File: config.mk
export PLATFORM = sky130hd
export DESIGN_NAME = dualport_16x8_ram
export DESIGN_NICKNAME = d
export VERILOG_FILES = /design/src/rtl/dualport_16x8_ram.sv
export SDC_FILE = /design/constraint.sdc
export NUM_CORES = 1
export LEC_CHECK = 0
export ABC_AREA = 1
export CAP_MARGIN = 20
export CELL_PAD_IN_SITES_DETAIL_PLACEMENT = 1
export CELL_PAD_IN_SITES_GLOBAL_PLACEMENT = 1
export CORE_ASPECT_RATIO = 1.2
export CORE_MARGIN = 8
export CORE_UTILIZATION = 40
export DETAILED_ROUTE_END_ITERATION = 8
export PLACE_DENSITY_LB_ADDON = 0.15
export SLEW_MARGIN = 40
export SYNTH_ARGS = -nofsm -noshare
export SYNTH_HDL_FRONTEND = slang
export SYNTH_SLANG_ARGS = --single-unit
File: constraint.sdc
create_clock -name clk -period 1 [get_ports clk]
set_input_delay 0.2 -clock clk [delete_from_list [all_inputs] [get_ports clk]]
set_output_delay 0.2 -clock clk [all_outputs]
set_load 0.03 [all_outputs]
File: src/rtl/dualport_16x8_ram.sv
// Simple dual-port synchronous RAM: one write port and one registered read port on a shared clock.
// Storage is a flop array with per-word async clear. A read of the address being written returns the new data.
module dualport_16x8_ram #(
  parameter int width   = 8,
  parameter int depth   = 16,
  parameter int add_bus = 4
) (
  input  logic               clk,
  input  logic               rst,
  input  logic               ra,
  input  logic               wa,
  input  logic [width-1:0]   data_in,
  input  logic [add_bus-1:0] re_ad,
  input  logic [add_bus-1:0] wr_ad,
  output logic [width-1:0]   data_out
);

  logic [width-1:0] mem [depth];
  logic             collision;

  assign collision = wa && (re_ad == wr_ad);

  always_ff @(posedge clk or negedge rst) begin
    if (!rst) begin
      for (int i = 0; i < depth; i++) begin
        mem[i] <= '0;
      end
    end else if (wa) begin
      mem[wr_ad] <= data_in;
    end
  end

  // Write-first: on a same-address collision the incoming word bypasses the array.
  always_ff @(posedge clk or negedge rst) begin
    if (!rst) begin
      data_out <= '0;
    end else if (ra) begin
      data_out <= collision ? data_in : mem[re_ad];
    end
  end

endmodule

# [Word level (Yosys, flattened, before mapping)]
# Cells that the tools add are included.
# Widths: inputs -> output; s select.
[totals] reg_bits=136 input_bits=20 out_inout_bits=8 wordCells=32
[classes] n_lt_le_gt_ge=3 n_eq_ne=1 n_mux=7 bitwise_logic=2 reduce_logical=2
[ops] cell="$bwmux 128" count=1
[ops] cell="$bmux 8 s4" count=1
[ops] cell="$demux 8 s4" count=1
[ops] cell="$mux 8" count=4
[ops] cell="$ge 5x5->1 const B" count=2
[ops] cell="$not 4->5" count=2
[ops] cell="$lt 5x1->1 const B" count=1
[ops] cell="$eq 4x4->1" count=1
[ops] cell="$logic_and 1x1->1" count=2

# [Logic depth before layout (Yosys ltp)]
# Gate-level depths: netlist of the first run.
[depth] depth_word=6 mapped_depth=11 mapped_depth_nobuf=9

# [Worst setup path after synthesis of the first run]
# Ideal clock, no wire load.
[synth_timing] kind="in2reg" startpoint="input re_ad[0]" endpoint="register data_out[5]" setup_ns=0.117 arrival_ns=1.158 t_required_ns=0.883 slack_ns=-0.275 stages=10 path_buffers=2 path_cell_list="buf_2 -> inv_1 -> o21ai_0 -> nor2_1 -> nand3_2 -> buf_2 -> nor2_1 -> nor2_1 -> nand2_1 -> nand2_1"
[synth_via] elab_chain_len=5 elab_cells_between_ends=7 classes_between="eq/ne (1); mux (4); bitwise (1); reduce/logical (1)"
[synth_lines] element="start: declaration" line="13" source="input logic [add_bus-1:0] re_ad,"
[synth_lines] element="$not 4->5 (implied by the code)" line="38" source="data_out <= collision ? data_in : mem[re_ad];"
[synth_lines] element="$bmux 8 s4" line="38"
[synth_lines] element="$mux 8 (implied by the code) (2 in series)" line="38"
[synth_lines] element="$mux 8 (*)" line="38"
[synth_lines] element="end signal: assignment" line="38"
[synth_lines] element="end: declaration" line="15" source="output logic [width-1:0] data_out"
# Mark *: on every way between the ends. The rest lies on a longest branch, timed or not. The select of a mux whose other input is x is not followed.
# A chain may end at the register's enable or synchronous reset.

# [Worst setup path in the final report of the first run]
[layout_timing] startpoint="input wr_ad[3]" endpoint="register data_out[7]"
[layout_via] elab_chain_len=3
[layout_lines] element="start: declaration" line="14" source="input logic [add_bus-1:0] wr_ad,"
[layout_lines] element="$eq 4x4->1" line="21" source="assign collision = wa && (re_ad == wr_ad);"
[layout_lines] element="$logic_and 1x1->1" line="21"
[layout_lines] element="$mux 8" line="38"
# Every way passes these cells.

==> results of run 1 <==
cell families after synthesis:
family	count (synthesis)	share of synthesized area, %
xor gates and xnor gates	1	0.132
DFF	136	51.3
and+or+nand+nor	478	29.4
AOI/OAI and AO/OA	131	9.88
buffers and inverters	158	9.24
final timing paths:
kind / startpoint / endpoint / slack, ps / depth (start not counted)
min reg2reg: mem[122] / mem[122] / 490 / 2
min: rst / mem[116] / 240 / 2
max: wr_ad[3] / data_out[7] / -220 / 10
min in group clk: wa / mem[26] / 360 / 4
max in group asynchronous: rst / mem[108] / 230 / 3
max reg2reg: mem[26] / data_out[2] / -170 / 8
power by group through the flow:
stage / registers, mW / logic (mW) / clock network [mW]
detailed placement: 7.29 / 3.52 / 0
global placement: 7.23 / 3.35 / 0
finish: 7.24 / 4.28 / 7.02
floorplan: 7.23 / 1.98 / 0
CTS: 7.23 / 3.95 / 7.10
global route: 7.36 / 4.75 / 7.30
layer usage:
metal	track usage, %	up-vias
li1	-	3041
met1	30.4	3254
met2	39.5	135
met3	4.30	58
met4	12.1	0
met5	0	-
synth_stat cells:
library cell / n
nand2_1: 307
dfrtp_1: 136
o21ai_0: 122
inv_1: 106
nand3_1: 92
nor2_1: 72
clkbuf_1: 34
buf_2: 15
o21ai_1: 9
nor3_2: 5
nand3_2: 2
buf_1: 1
clkbuf_2: 1
inv_2: 1
xnor2_1: 1
worst max-delay path, cell delays in order:
cell and delay [ps]:
dlygate4sd2_1 280, inv_2 90, nand2_1 80, o21ai_1 70
nor2_2 190, nand3_2 150, nor2_1 220, nor2_1 100
nand2_2 110, nand2_2 50
what timing repair did:
action	4_1_cts	5_1_grt
endpoints found under the hold margin	29	0
gates cloned	3	1
pin swaps	28	27
hold buffers	1	0
setup buffers	9	15
gates resized for setup	105	54
endpoints found under the setup margin	144	105
cells in the final DEF (no fill, tap or decap), types with 19 or more instances in the layout:
master	instances
inv_1	91
nand3_1	19
nand3_2	71
buf_12	25
nor2_1	63
buf_4	79
o21ai_0	111
nand2_2	24
nand2_1	282
dfrtp_1	136
sequential cells by signal (all words and copies together), names as in the netlist:
register	cells
mem	128
data_out	8
layout make-up:
class	count	area, µm²	share of cell area (%)
inverters	107	417	4.42
clock buffers	18	429	4.55
well taps	212	265	2.81
repair buffers	140	1470	15.6
flip-flops and latches	136	3400	36.1
multi-input cells	613	3230	34.2
clock inverters	14	221	2.35
stage by stage:
stage | utilization [%] | setup TNS [ps] | std cells | worst slack, ps | power (mW)
global route | 58.2 | -3410 | 1240 | -256 | 19.4
floorplan | - | -11770 | 904 | -164 | 9.21
detailed placement | 49.2 | -92660 | 1179 | -840 | 10.8
global placement | 49.2 | -86740 | 1179 | -757 | 10.6
finish | 58.2 | -2510 | 1240 | -218 | 18.5
CTS | 56.3 | -2390 | 1224 | -198 | 18.3
==> results.md, run 1 <==
- complete, but fails checks — run status
- negative setup slack — violations in the final reports
- 0.0210 mm² — die area
- 20.1 µm — routed len/inst
- 24.2% — Total Routing Usage GR
- 904 — post-synthesis instance total
- 8.93 ps — Post-Route Skew
- 0 — post-detailed-route DRC marker count
- 235 ps — tightest hold margin
- 27 — number of port buffers
- 0 — Final Max Slew Viols
- 5.69 mW — switching power total
- 51.3% — Synth top area share
- 136 — clock sinks
- 6488 — via count
- 63.9% — Slew Limit Headroom
- 0 — initial antenna violation count
- 5 — Worst Path Max Fanout
- 4.67 nW — Static Leakage
- 60 ps — clock transition at the register clock pins on the worst setup and hold paths after CTS
- 2 — clk buf depth
- input port — startpoint types
- 1540 ps — CP arrival
- 0.0162 mm² — area of the core
- done — CTS tree
- 1035 — total number of nets in the final design
- 915 µm — Met3 Wirelength
- in2async — type of the most critical hold path
- clkbuf_16 — root buffer cell
- 0 — Max-cap violations
- flop — kind of end point of the critical path
- 0.900 — routability congestion estimate from global placement
- 1120 µV — worst vdd rail ir drop
- 0 — Antenna Violating Nets Remaining
- 23.1% — combinational share of power
- 37.9% — portion of total power attributed to the clock network
- 15 — post-synthesis cell type count
- 0.00663 mm² — Syn Std Cell Area
- -218 ps — Worst Slack Setup Final
- 6870 — vias in the first global route
- 157 µm — height of the chip
- 0 — overflow left after global routing
- 0 — synth warn
- 122% — fin crit share
- 134 µm — Chip Width
- 44 — pin count of the biggest net entering global routing
- 38800 µm — wire length of the first global-routing pass
- 924 — Net Count, Synth
- 17 — Inserted Clock Buffers
- 4 — number of levels in the clock H-tree
- 1220 ps — time the final worst path needs with I/O delays and setup
- 0.00797 mm² — Placement Cell Area
- 0 — ant diodes
- 5 — First-pass DRT Iterations
- dfrtp_1 — largest area contributor in the netlist
- 24900 µm — Total Routed Length
- 1970 mW/mm² — power density over cell area
- 51.3% — Seq/Total Area, Yosys
- 1320 ps — WP data required
- 15800 µm — sum of net half-perimeters after detailed placement
- 42.2% — Layout Area Growth over Synthesis
- 40.9% — starting density of the core
- 51 — Rows
- 17 — Final setup viols
- 5.23 — drt via density
- 0.00943 mm² — fin area
- dfrtp_1 (51%), nand2_1 (17%), o21ai_0 (9.2%), nand3_1 (6.9%), inv_1 (6.0%) — top cells by area, synth
- 10900 µm — post-route met1 wirelength
- 7.34 µm² — Syn Area/Cell
- in2reg — Critical Setup Path Class
- yes — unrepaired setup endpoints after global routing
- 136 — Yosys reg bits
- 0 — total count of hold-check failures in the final report
- 541 ps — slew of the pin with the lowest slew margin
- 12.9 mW — design internal power
- met4 — highest metal layer used by the detailed router
- 0.821 GHz — highest clock frequency the design can meet
- 12200 µm — routed length on met2
- 1930 — count of fill cells added during filler insertion
- 28 — I/O pin total
- 28.5% — fraction of final layout cells sized beyond drive strength 1
- 30.7% — switching part of the total power
- 39.0% — proportion of power drawn by flip-flops and latches
- 430 ps — Clock Latency Late Sink
- 343 — initial drt markers
No activity file was read; power rests on OpenSTA's default activity.
==> inputs of run 2 (changes only) <==
--- a/config.mk
+++ b/config.mk
@@ -12,6 +12,7 @@
 export CORE_ASPECT_RATIO = 1.2
 export CORE_MARGIN = 8
 export CORE_UTILIZATION = 40
+export CTS_CLUSTER_DIAMETER = 80
 export DETAILED_ROUTE_END_ITERATION = 8
 export PLACE_DENSITY_LB_ADDON = 0.15
 export SLEW_MARGIN = 40
==> results of run 2 <==
No change in the layout: final DEF, timing and power equal those of run 1.
